==> src/rtl/instr_loader.sv <==
`default_nettype none
// +------------------------------------------------------------------------+
// | instr_loader: framed byte stream (len, words, xor csum) -> instr memory |
// | Revision: 1.0                                                          |
// +------------------------------------------------------------------------+
module instr_loader #(
  parameter int          TEXT_BYTES = 1024,
  parameter logic [31:0] TEXT_START = 32'h0040_0000
) (
  input  logic        clk,
  input  logic        rst,
  input  logic        start_i,
  input  logic        in_valid_i,
  input  logic [7:0]  in_data_i,
  output logic        in_ready_o,
  output logic        mem_we_o,
  output logic [31:0] mem_addr_o,
  output logic [31:0] mem_wdata_o,
  output logic        cpu_rstn_o,
  output logic        busy_o,
  output logic        done_o,
  output logic        error_o,
  output logic [15:0] words_loaded_o
);

  localparam logic [31:0] MAX_WORDS = 32'(TEXT_BYTES / 4);

  typedef enum logic [2:0] {
    S_IDLE  = 3'd0,
    S_LEN0  = 3'd1,
    S_LEN1  = 3'd2,
    S_DATA  = 3'd3,
    S_CSUM  = 3'd4,
    S_DONE  = 3'd5,
    S_ERROR = 3'd6
  } state_t;

  state_t      state_q;
  logic [15:0] len_q;
  logic [7:0]  xor_q;
  logic [31:0] word_q;
  logic [1:0]  byte_cnt_q;
  logic        mem_we_q;
  logic [31:0] mem_addr_q;
  logic [31:0] mem_wdata_q;
  logic        cpu_rstn_q;
  logic        busy_q;
  logic        done_q;
  logic        error_q;
  logic [15:0] words_loaded_q;

  logic        accept_d;
  logic [15:0] len_d;
  logic [31:0] word_d;
  logic [7:0]  xor_d;
  logic [31:0] addr_d;
  logic        last_word_d;

  assign in_ready_o  = (state_q == S_LEN0) || (state_q == S_LEN1) ||
                       (state_q == S_DATA) || (state_q == S_CSUM);
  assign accept_d    = in_valid_i && in_ready_o;
  assign len_d       = {in_data_i, len_q[7:0]};
  // Bytes shift in from the top so the first byte lands in [7:0] after four.
  assign word_d      = {in_data_i, word_q[31:8]};
  assign xor_d       = xor_q ^ in_data_i;
  // words_loaded_q is the 0-based index of the word being completed.
  assign addr_d      = TEXT_START + {14'b0, words_loaded_q, 2'b00};
  assign last_word_d = (words_loaded_q + 16'd1) == len_q;

  always_ff @(posedge clk) begin
    if (rst) begin
      state_q        <= S_IDLE;
      len_q          <= '0;
      xor_q          <= '0;
      word_q         <= '0;
      byte_cnt_q     <= '0;
      mem_we_q       <= 1'b0;
      mem_addr_q     <= TEXT_START;
      mem_wdata_q    <= '0;
      cpu_rstn_q     <= 1'b0;
      busy_q         <= 1'b0;
      done_q         <= 1'b0;
      error_q        <= 1'b0;
      words_loaded_q <= '0;
    end else begin
      mem_we_q <= 1'b0;
      case (state_q)
        S_IDLE, S_DONE, S_ERROR: begin
          if (start_i) begin
            state_q        <= S_LEN0;
            done_q         <= 1'b0;
            error_q        <= 1'b0;
            cpu_rstn_q     <= 1'b0;
            words_loaded_q <= '0;
            xor_q          <= '0;
            byte_cnt_q     <= '0;
            busy_q         <= 1'b1;
          end
        end
        S_LEN0: begin
          if (accept_d) begin
            len_q[7:0] <= in_data_i;
            xor_q      <= xor_d;
            state_q    <= S_LEN1;
          end
        end
        S_LEN1: begin
          if (accept_d) begin
            len_q <= len_d;
            xor_q <= xor_d;
            if (32'(len_d) > MAX_WORDS) begin
              state_q <= S_ERROR;
              error_q <= 1'b1;
              busy_q  <= 1'b0;
            end else if (len_d == 16'd0) begin
              state_q <= S_CSUM;
            end else begin
              state_q <= S_DATA;
            end
          end
        end
        S_DATA: begin
          if (accept_d) begin
            xor_q      <= xor_d;
            word_q     <= word_d;
            byte_cnt_q <= byte_cnt_q + 2'd1;
            if (byte_cnt_q == 2'd3) begin
              mem_we_q       <= 1'b1;
              mem_addr_q     <= addr_d;
              mem_wdata_q    <= word_d;
              words_loaded_q <= words_loaded_q + 16'd1;
              if (last_word_d) begin
                state_q <= S_CSUM;
              end
            end
          end
        end
        S_CSUM: begin
          if (accept_d) begin
            busy_q <= 1'b0;
            if (in_data_i == xor_q) begin
              state_q    <= S_DONE;
              done_q     <= 1'b1;
              cpu_rstn_q <= 1'b1;
            end else begin
              state_q    <= S_ERROR;
              error_q    <= 1'b1;
              cpu_rstn_q <= 1'b0;
            end
          end
        end
        default: state_q <= S_IDLE;
      endcase
    end
  end

  assign mem_we_o       = mem_we_q;
  assign mem_addr_o     = mem_addr_q;
  assign mem_wdata_o    = mem_wdata_q;
  assign cpu_rstn_o     = cpu_rstn_q;
  assign busy_o         = busy_q;
  assign done_o         = done_q;
  assign error_o        = error_q;
  assign words_loaded_o = words_loaded_q;

endmodule
`default_nettype wire

==> config.mk <==
export PLATFORM = sky130hd
export DESIGN_NAME = instr_loader
export DESIGN_NICKNAME = d
export VERILOG_FILES = /design/src/rtl/instr_loader.sv
export SDC_FILE = /design/constraint.sdc
export NUM_CORES = 1
export LEC_CHECK = 0
export CAP_MARGIN = 5
export CORE_UTILIZATION = 47
export CTS_BUF_LIST = sky130_fd_sc_hd__clkbuf_4 sky130_fd_sc_hd__clkbuf_8 sky130_fd_sc_hd__clkbuf_16
export DETAILED_ROUTE_END_ITERATION = 10
export HOLD_SLACK_MARGIN = 0.03
export PLACE_DENSITY = 0.72
export SYNTH_ARGS = -nofsm -noshare
export SYNTH_HDL_FRONTEND = slang
export SYNTH_SLANG_ARGS = --single-unit
export TNS_END_PERCENT = 30
==> constraint.sdc <==
create_clock -name clk -period 4.6 [get_ports clk]
set_input_delay 0.92 -clock clk [delete_from_list [all_inputs] [get_ports clk]]
set_output_delay 0.92 -clock clk [all_outputs]
set_load 0.02 [all_outputs]
### Word level (Yosys, flattened, before mapping)

Cells that the tools add are included.

| cells by class | value |
|---|---|
| $add $sub $neg | 3 |
| multiply operators | 0 |
| div/mod/pow operators | 0 |
| order comparisons | 1 |
| eq/ne operators | 20 |
| shift operators | 0 |
| muxes and demuxes | 41 |
| bitwise logic cells | 4 |
| reduce and logical (&&, ||, !) cells | 25 |

Operator list:

| operator | count |
|---|---|
| $mux 16 | 3 |
| $pmux 16 s2 | 1 |
| $pmux 8 s2 | 2 |
| $mux 3 | 9 |
| $add 23x18->24 const A | 1 |
| $mux 8 | 3 |
| $add 16x1->16 const B | 1 |
| $eq 16x16->1 | 1 |
| $gt 16x9->1 const B | 1 |
| $logic_not 16->1 | 1 |
| $pmux 3 s5 | 1 |
| $reduce_and 3->1 | 5 |
| $mux 1 | 14 |
| $ne 2x2->1 const B | 7 |
| $eq 3x3->1 const B | 3 |
| $reduce_or 3->1 | 3 |
| $eq 8x8->1 | 1 |
| $ne 2x1->1 const B | 4 |
| $reduce_and 4->1 | 2 |
| $xor 8x8->8 | 1 |
| $reduce_and 7->1 | 1 |
| $eq 3x2->1 const B | 2 |
| $mux 2 | 3 |
| $pmux 1 s3 | 2 |
| other kinds (14) | 22 |

| storage, ports and cells | value |
|---|---|
| flip-flop bits (word level) | 146 |
| latch bits | 0 |
| bits in writable memories | 0 |
| ROM bits | 0 |
| input port bits | 12 |
| logic and storage cells | 108 |
| memories | 0 |

### Depth between registers and ports, before layout

Gate-level depths: netlist of the first run.

| depth | value |
|---|---|
| word-level depth | 7 |
| depth in mapped cells | 9 |
| depth with buffers taken out | 8 |

### Least setup slack after synthesis of the first run

Ideal clock, no wire load.

| path | value |
|---|---|
| path kind | input port to flip-flop |
| start | input in_data_i[7] |
| end | register error_q (netlist: error_o) |
| library setup time | 0.131 ns |
| arrival | 2.490 ns |
| required time | 4.469 ns |
| slack | 1.978 ns |
| stages | 8 |
| buffers on the path | 1 |
| cells stage by stage | clkbuf_1 > or4_1 > nor4_1 > a21oi_1 > o31ai_1 > a21oi_1 > nor2_1 > nor3_1 |

| on the way | value |
|---|---|
| word-level cells in the longest chain between the ends | 3 |

RTL lines:

| what | line | text |
|---|---|---|
| from (decl) | 14 | `input logic [7:0] in_data_i,` |
| $gt 16x9->1 / $eq 8x8->1 (equally long branches) | 111, 141 |  |
| $ne 2x1->1 (no source line) / $ne 2x2->1 (equally long branches) | n/a |  |
| $reduce_and 6->1 (no source line) * | n/a |  |
| to (signal assigned) | 92 | `error_q <= 1'b0;` |
| to (signal assigned) | 113 | `error_q <= 1'b1;` |
| to (signal assigned) | 147 | `error_q <= 1'b1;` |
| to (decl) | 49 | `logic error_q;` |

Mark *: on every way between the ends. The rest lies on a longest branch, timed or not.
A chain may end at the register's enable or synchronous reset.

### Worst setup path after layout of the first run

| path | value |
|---|---|
| start | register state_q[1] |
| end | output in_ready_o |

| on the way | value |
|---|---|
| word-level cells in the longest chain between the ends | 4 |

RTL lines:

| what | line | text |
|---|---|---|
| from (decl) | 38 | `state_t state_q;` |
| from (signal assigned) | 72 | `state_q <= S_IDLE;` |
| from (signal assigned) | 90 | `state_q <= S_LEN0;` |
| from (signal assigned) | 104 | `state_q <= S_LEN1;` |
| $eq 3x1->1 / $eq 3x2->1 (equally long branches) | 59 | `assign in_ready_o = (state_q == S_LEN0) \|\| (state_q == S_LEN1) \|\|` |
| $logic_or 1x1->1 (2 in a row) | 59 |  |
| $logic_or 1x1->1 * | 60 | `(state_q == S_DATA) \|\| (state_q == S_CSUM);` |
| to (decl) | 15 | `output logic in_ready_o,` |

Marks and branches as above.

==> results.json, run 1 <==
{
  "setup_slack_ns": 1.42,
  "pwr-share-clk_pct": 46.0,
  "cp_slowest_stage_delay_ns": 0.77,
  "result_of_the_run": "completed",
  "synth.top_cell.area_share_pct": 42.6,
  "critPathCaptureType": "output port",
  "synth_simple_gate_area_share_pct": 26.2,
  "layer_with_the_highest_usage": "met2",
  "synth_mux_area_share_pct": 1.11,
  "grt_remaining_overflow": 0,
  "critPathLaunchType": "flip-flop",
  "grt.total_usage_pct": 24.8,
  "antenna_left": 0,
  "count_of_distinct_cell_types_in_the_synthesized_netlist": 59,
  "synthCells": 770,
  "syn_area_per_cell_um2": 7.45,
  "max_cap_viol_count": 0,
  "critPathKind": "flip-flop to output port",
  "timing.final.setup_violations": 0,
  "effective_utilization_at_floorplan_pct": 49.2,
  "max-slew-margin-rel_pct": 43.1,
  "share_seq_of_total_power_pct": 37.8,
  "placedCellCount": 938,
  "pin_count_of_the_biggest_net_entering_global_routing": 81,
  "cts_repair_resize_count": 0,
  "post-dp-hpwl_mm": 10.0,
  "powerDensity_nw_per_um2": 444,
  "fmaxAchievable_mhz": 314,
  "pin_count": 98,
  "clkLatencyLatePin_ns": 0.42,
  "grt_setup_unrepaired": "false",
  "p_sw_mw": 0.869,
  "share_comb_of_total_power_pct": 16.2,
  "internal_power_component_mw": 2.29,
  "max_slew.worst_pin.slew_ns": 0.844,
  "core-area_um2": 11700,
  "tritoncts": "done",
  "min_path_cells": 2,
  "buffer_ports.inserted": 81,
  "synth_seq_cells": 122,
  "die_h_um": 113,
  "layout.cells.non_filler": 968,
  "synth-main-ff-cell": "sky130_fd_sc_hd__dfxtp_1",
  "setup_ws_pre_cts_ns": 1.25,
  "yosys.area_share.xor_xnor_pct": 3.97,
  "critPathMaxFanout": 21,
  "reg2regPathDepth": 9,
  "timing_hold_violations_final": 0,
  "initialDrtViolationCount": 516,
  "die_area_um2": 12700,
  "routed_wl_mm": 14.8,
  "layout_common_cells": "201 x sky130_fd_sc_hd__nand2_1, 122 x sky130_fd_sc_hd__dfxtp_1, 119 x sky130_fd_sc_hd__a21oi_1",
  "cts.htree.levels": 4,
  "grt.met3_usage_pct": 6.43,
  "synthArstFlopShare_pct": 0,
  "layout-area-overhead-vs-synth_pct": 24.1,
  "ys_seq_area_share_pct": 42.6,
  "first_pass_iters": 4,
  "grt_pass1_vias": 5133,
  "via_per_inst": 5.68,
  "finalWeightedCongestion": 0.879,
  "tritoncts.num_buffers": 17,
  "yosysWarnings": 0,
  "synth.area.top_cells": "sky130_fd_sc_hd__dfxtp_1 43%, sky130_fd_sc_hd__nand2_1 13%, sky130_fd_sc_hd__a21oi_1 10%",
  "fraction_of_the_mapped_netlist_area_in_adder_cells_pct": 0.436,
  "static-leakage-power_nw": 2.41,
  "floorplan.die.width_um": 113,
  "numClockSinks": 122,
  "switching_share_of_total_power_pct": 27.5,
  "placementRows": 39,
  "fin_crit_ns": 3.18,
  "most_common_cell_after_layout_fill_and_taps_aside": "sky130_fd_sc_hd__nand2_1",
  "required_arrival_time_at_the_worst_endpoint_ns": 3.68,
  "worst_ir_drop_on_vdd_uv": 242,
  "synth-compound-area-share_pct": 18.3,
  "finalClockSkew_ns": 0.00785,
  "worstPathCellList": "nor2_1 -> xnor2_1 -> clkdlybuf4s50_1",
  "design.final.nets": 828,
  "detail_route.wl_per_cell_um": 15.3,
  "hold_path.class": "flip-flop to flip-flop",
  "proportion_of_layout_cells_with_a_drive_suffix_above_1_pct": 6.06,
  "met2_layer_usage_reported_by_global_route_pct": 41.6,
  "route.detailed.drc": 0,
  "antenna-diode-count": 0,
  "final.setup.tns_ns": 0,
  "cp_data_arrival_time_ns": 2.26,
  "holdBufCountCts": 0,
  "dr_total_vias": 5495,
  "timing.hold.ws_ns": 0.453,
  "grt_antenna_before_repair": 0,
  "post_synth_edffs": 0,
  "grt_util_met1_pct": 30.4,
  "clock-root-buffer": "sky130_fd_sc_hd__clkbuf_16",
  "max-clock-path-buffers": 2,
  "clk_pin_slew_ns": 0.05,
  "grt_pass1_wl_mm": 24.9,
  "final.period_utilization_pct": 69.1,
  "timing.final.max_slew_violations": 0,
  "netlist_area_um2": 5740,
  "post_cts.repair.setup_buffers": 0,
  "synth_top_cell_by_area": "sky130_fd_sc_hd__dfxtp_1",
  "combinational_family_with_the_most_area_after_synthesis": "simple AND/OR/NAND/NOR gates",
  "crit_path_top_delay_cell": "sky130_fd_sc_hd__dfxtp_1"
}
==> metal layers <==
metal / part of all wire (%) / wire length [um]
met1: 43 / 6380
met2: 48 / 7170
met3: 6.2 / 918
met4: 2.5 / 369
met5: 0 / 0
==> final cells by class <==
type / count / area, um^2
tap: 143 / 179
sequential: 122 / 2440
inverter: 11 / 41.3
clock inverter: 10 / 191
clock buffer: 20 / 454
fill: 1036 / 4540
timing repair buffer: 90 / 876
multi-input combinational: 572 / 2940
==> state kept, by name, indices dropped and copies added (netlist names) <==
| register | count |
|---|---|
| mem_addr_o | 16 |
| mem_we_o | 1 |
| busy_o | 1 |
| xor_q | 8 |
| words_loaded_o | 16 |
| byte_cnt_q | 2 |
| len_q | 16 |
| mem_wdata_o | 32 |
| state_q | 3 |
| error_o | 1 |
| done_o | 1 |
| cpu_rstn_o | 1 |
| word_q | 24 |
==> logic make-up (layout without fill, tap and decap cells) <==
group                      Yosys count  in the layout
and+or+nand+nor                    337            337
buffers and inverters               90            131
adders and majority gates            2              2
muxes                                5              5
DFF                                122            122
xor gates and xnor gates            26             26
AOI/OAI and AO/OA                  186            186
other                                2             16
==> power by group through the flow <==
stage / logic [mW] / clock network (mW) / registers [mW]
6_report: 0.513 / 1.45 / 1.19
5_1_grt: 0.560 / 1.53 / 1.20
4_1_cts: 0.509 / 1.47 / 1.19
3_5_place_dp: 0.506 / 0 / 1.21
3_3_place_gp: 0.496 / 0 / 1.21
2_1_floorplan: 0.419 / 0 / 1.17
==> Yosys cell counts (2+ instances only) <==
cell	number
sky130_fd_sc_hd__a211oi_1	2
sky130_fd_sc_hd__a21oi_1	119
sky130_fd_sc_hd__a22oi_1	9
sky130_fd_sc_hd__a31oi_1	3
sky130_fd_sc_hd__a32oi_1	2
sky130_fd_sc_hd__and3_1	8
sky130_fd_sc_hd__and4_1	3
sky130_fd_sc_hd__buf_1	5
sky130_fd_sc_hd__buf_2	5
sky130_fd_sc_hd__buf_4	17
sky130_fd_sc_hd__clkbuf_1	50
sky130_fd_sc_hd__conb_1	2
sky130_fd_sc_hd__dfxtp_1	122
sky130_fd_sc_hd__ha_1	2
sky130_fd_sc_hd__inv_1	11
sky130_fd_sc_hd__mux2i_1	3
sky130_fd_sc_hd__nand2_1	202
sky130_fd_sc_hd__nand2b_1	5
sky130_fd_sc_hd__nand3_1	26
sky130_fd_sc_hd__nand3b_1	6
sky130_fd_sc_hd__nand4_1	10
sky130_fd_sc_hd__nor2_1	35
sky130_fd_sc_hd__nor2b_1	9
sky130_fd_sc_hd__nor3_1	15
sky130_fd_sc_hd__nor4_1	4
sky130_fd_sc_hd__nor4_2	2
sky130_fd_sc_hd__o211a_1	2
sky130_fd_sc_hd__o21ai_0	30
sky130_fd_sc_hd__o31ai_1	3
sky130_fd_sc_hd__or3_1	3
sky130_fd_sc_hd__or4_1	3
sky130_fd_sc_hd__xnor2_1	20
sky130_fd_sc_hd__xor2_1	6
==> stage by stage <==
stage / power, mW / utilization (%) / instance area [um^2]
after floorplan: 1.59 / - / 5790
after global placement: 1.71 / 55.5 / 6470
after detailed placement: 1.72 / 55.5 / 6470
after CTS: 3.17 / 61.1 / 7120
after global routing: 3.29 / 61.1 / 7120
final: 3.16 / 61.1 / 7120
==> critical path, delay by kind of cell (launching register included) <==
family	cells	cell delay, ns
xor+xnor	1	0.19
flops	1	0.77
buf+inv	1	0.63
simple gates	1	0.25
==> worst paths after layout <==
check	endpoint	startpoint	slack, ns
setup reg to reg	words_loaded_o[15]$_SDFFE_PP0P_	state_q[1]$_SDFFE_PP0P_	1.61
hold / removal	mem_wdata_o[5]$_SDFFE_PP0P_	mem_wdata_o[5]$_SDFFE_PP0P_	0.45
hold reg to reg	mem_wdata_o[5]$_SDFFE_PP0P_	mem_wdata_o[5]$_SDFFE_PP0P_	0.45
setup / recovery	in_ready_o	state_q[1]$_SDFFE_PP0P_	1.42
(Power assumes the default switching activity.)
==> run 2, diff against run 1 <==
--- a/config.mk
+++ b/config.mk
@@ -10,7 +10,7 @@
 export CTS_BUF_LIST = sky130_fd_sc_hd__clkbuf_4 sky130_fd_sc_hd__clkbuf_8 sky130_fd_sc_hd__clkbuf_16
 export DETAILED_ROUTE_END_ITERATION = 10
 export HOLD_SLACK_MARGIN = 0.03
-export PLACE_DENSITY = 0.72
+export PLACE_DENSITY = 0.75
 export SYNTH_ARGS = -nofsm -noshare
 export SYNTH_HDL_FRONTEND = slang
 export SYNTH_SLANG_ARGS = --single-unit
==> constraint.sdc (replaced) <==
create_clock -name clk -period 2.84 [get_ports clk]
set_input_delay 0.568 -clock clk [delete_from_list [all_inputs] [get_ports clk]]
set_output_delay 0.568 -clock clk [all_outputs]
set_load 0.02 [all_outputs]
==> run 2 against run 1 <==
Clock-buffer cell count decreased by 1. Die area unchanged. Cell area increased by 3.2%. Largest cell class unchanged. Combinational power increased by 81%. Critical path depth increased by 5. Worst setup slack got worse by 1.2 ns.
==> results.json, run 2 (same netlist as run 1, synthesis figures left out) <==
{
  "result_of_the_run": "completed",
  "critPathLaunchType": "flip-flop",
  "critPathKind": "flip-flop to flip-flop",
  "tritoncts": "done",
  "pin_count_of_the_biggest_net_entering_global_routing": 78,
  "routed_wl_mm": 16.2,
  "antenna_left": 0,
  "max_cap_viol_count": 0,
  "hold_path_startpoint": "mem_addr_o[14]$_SDFFE_PP0P_",
  "required_arrival_time_at_the_worst_endpoint_ns": 3.20,
  "finalClockSkew_ns": 0.00836,
  "clkLatencyLatePin_ns": 0.42,
  "finalWeightedCongestion": 0.903,
  "max_slew.worst_pin.slew_ns": 0.805,
  "buffer_ports.inserted": 81,
  "design.final.nets": 856,
  "cts.htree.levels": 4,
  "most_common_cell_after_layout_fill_and_taps_aside": "sky130_fd_sc_hd__nand2_1",
  "grt.total_usage_pct": 27.0,
  "via_per_inst": 5.75,
  "clock-root-buffer": "sky130_fd_sc_hd__clkbuf_16",
  "dr_total_vias": 5736,
  "reg2regPathDepth": 8,
  "cts_repair_resize_count": 0,
  "final.period_utilization_pct": 93.2,
  "proportion_of_layout_cells_with_a_drive_suffix_above_1_pct": 9.59,
  "critPathCaptureType": "flip-flop",
  "reg2reg_setup_slack_ns": 0.19,
  "largest_register_ffs": 32,
  "layout_common_cells": "201 x sky130_fd_sc_hd__nand2_1, 121 x sky130_fd_sc_hd__dfxtp_1, 119 x sky130_fd_sc_hd__a21oi_1",
  "placementRows": 39,
  "fin_crit_ns": 2.65,
  "worst_ir_drop_on_vdd_uv": 491,
  "numClockSinks": 122,
  "pin_count": 98,
  "final_util_pct": 63.0,
  "cp_data_arrival_time_ns": 3.00,
  "floorplan.die.width_um": 113,
  "timing.final.setup_violations": 0,
  "critPathMaxFanout": 8,
  "layout-area-overhead-vs-synth_pct": 28.0,
  "grt_remaining_overflow": 0,
  "timing_hold_violations_final": 0,
  "max-slew-margin-rel_pct": 46.1,
  "post-dp-hpwl_mm": 10.9,
  "hold_path.class": "flip-flop to flip-flop",
  "placedCellCount": 966,
  "antenna-diode-count": 0,
  "grt_setup_unrepaired": "false",
  "max-clock-path-buffers": 2,
  "detail_route.wl_per_cell_um": 16.2,
  "grt_pass1_vias": 5518,
  "static-leakage-power_nw": 2.55,
  "whs_endpoint": "mem_addr_o[14]$_SDFFE_PP0P_",
  "die_area_um2": 12700,
  "regToRegEndpoint": "state_q[1]$_SDFFE_PP0P_",
  "r2r-start": "words_loaded_o[1]$_SDFFE_PP0P_",
  "route.detailed.drc": 0,
  "die_h_um": 113,
  "clk_pin_slew_ns": 0.06,
  "fmaxAchievable_mhz": 378,
  "grt_util_met1_pct": 32.9,
  "tritoncts.num_buffers": 17,
  "met2_layer_usage_reported_by_global_route_pct": 46.1,
  "grt_pass1_wl_mm": 27.1,
  "layer_with_the_highest_usage": "met2",
  "grt_antenna_before_repair": 0,
  "first_pass_iters": 5,
  "min_path_cells": 2,
  "holdBufCountCts": 0,
  "post_cts.repair.setup_buffers": 0,
  "timing.final.max_slew_violations": 0,
  "core-area_um2": 11700,
  "initialDrtViolationCount": 525,
  "layout.cells.non_filler": 998,
  "grt.met3_usage_pct": 6.43,
  "powerDensity_nw_per_um2": 702,
  "effective_utilization_at_floorplan_pct": 49.2
}
==> run 2: worst max path at each step <==
stage	endpoint	from
4_1_cts	in_ready_o	state_q[0]$_SDFFE_PP0P_
2_1_floorplan	state_q[1]$_SDFFE_PP0P_	words_loaded_o[3]$_SDFFE_PP0P_
3_3_place_gp	state_q[2]$_SDFFE_PP0P_	in_data_i[7]
6_report	state_q[1]$_SDFFE_PP0P_	words_loaded_o[1]$_SDFFE_PP0P_
3_5_place_dp	state_q[2]$_SDFFE_PP0P_	in_data_i[7]
5_1_grt	state_q[1]$_SDFFE_PP0P_	words_loaded_o[0]$_SDFFE_PP0P_
==> run 2: through the flow <==
stage | worst slack (ns) | hold slack, ns | area [um^2] | power (mW) | setup TNS, ns
6_report | 0.193 | 0.457 | 7350 | 5.16 | 0
5_1_grt | 0.0392 | 0.484 | 7350 | 5.37 | 0
4_1_cts | 0.0281 | 0.460 | 7340 | 5.17 | 0
3_5_place_dp | -0.0177 | 0.449 | 6700 | 2.85 | -0.0177
3_3_place_gp | 0.0402 | 0.443 | 6700 | 2.83 | 0
2_1_floorplan | 0.321 | 0.432 | 5790 | 2.58 | 0
==> run 2: layout make-up <==
| class | instances | area, um^2 |
|---|---|---|
| Fill cell | 1005 | 4320 |
| Multi-Input combinational cell | 572 | 2940 |
| Sequential cell | 122 | 2440 |
| Timing Repair Buffer | 118 | 1100 |
| Clock buffer | 19 | 453 |
| Clock inverter | 13 | 191 |
| Tap cell | 143 | 179 |
| Inverter | 11 | 41.3 |
==> run 2: routing by layer <==
layer  share of wire [%]  vias up
met4                 2.0        0
li1                    -     2736
met1                  43     2751
met3                 5.4       31
met2                  50      218
met5                   0        -
==> run 2: critical path, stage by stage, from the launching register on <==
cell and delay, ns:
sky130_fd_sc_hd__dfxtp_1 0.45, sky130_fd_sc_hd__ha_2 0.30, sky130_fd_sc_hd__and4_1 0.42, sky130_fd_sc_hd__o21ai_0 0.14
sky130_fd_sc_hd__a2bb2oi_1 0.15, sky130_fd_sc_hd__a2111oi_2 0.35, sky130_fd_sc_hd__nand4_1 0.20, sky130_fd_sc_hd__or4b_1 0.49
sky130_fd_sc_hd__nand3_1 0.09
==> run 2: power breakdown <==
| group | switching [mW] | internal (mW) | total [mW] |
|---|---|---|---|
| Clock | 0.801 | 1.52 | 2.32 |
| Combinational | 0.561 | 0.368 | 0.929 |
| Sequential | 0.114 | 1.79 | 1.91 |
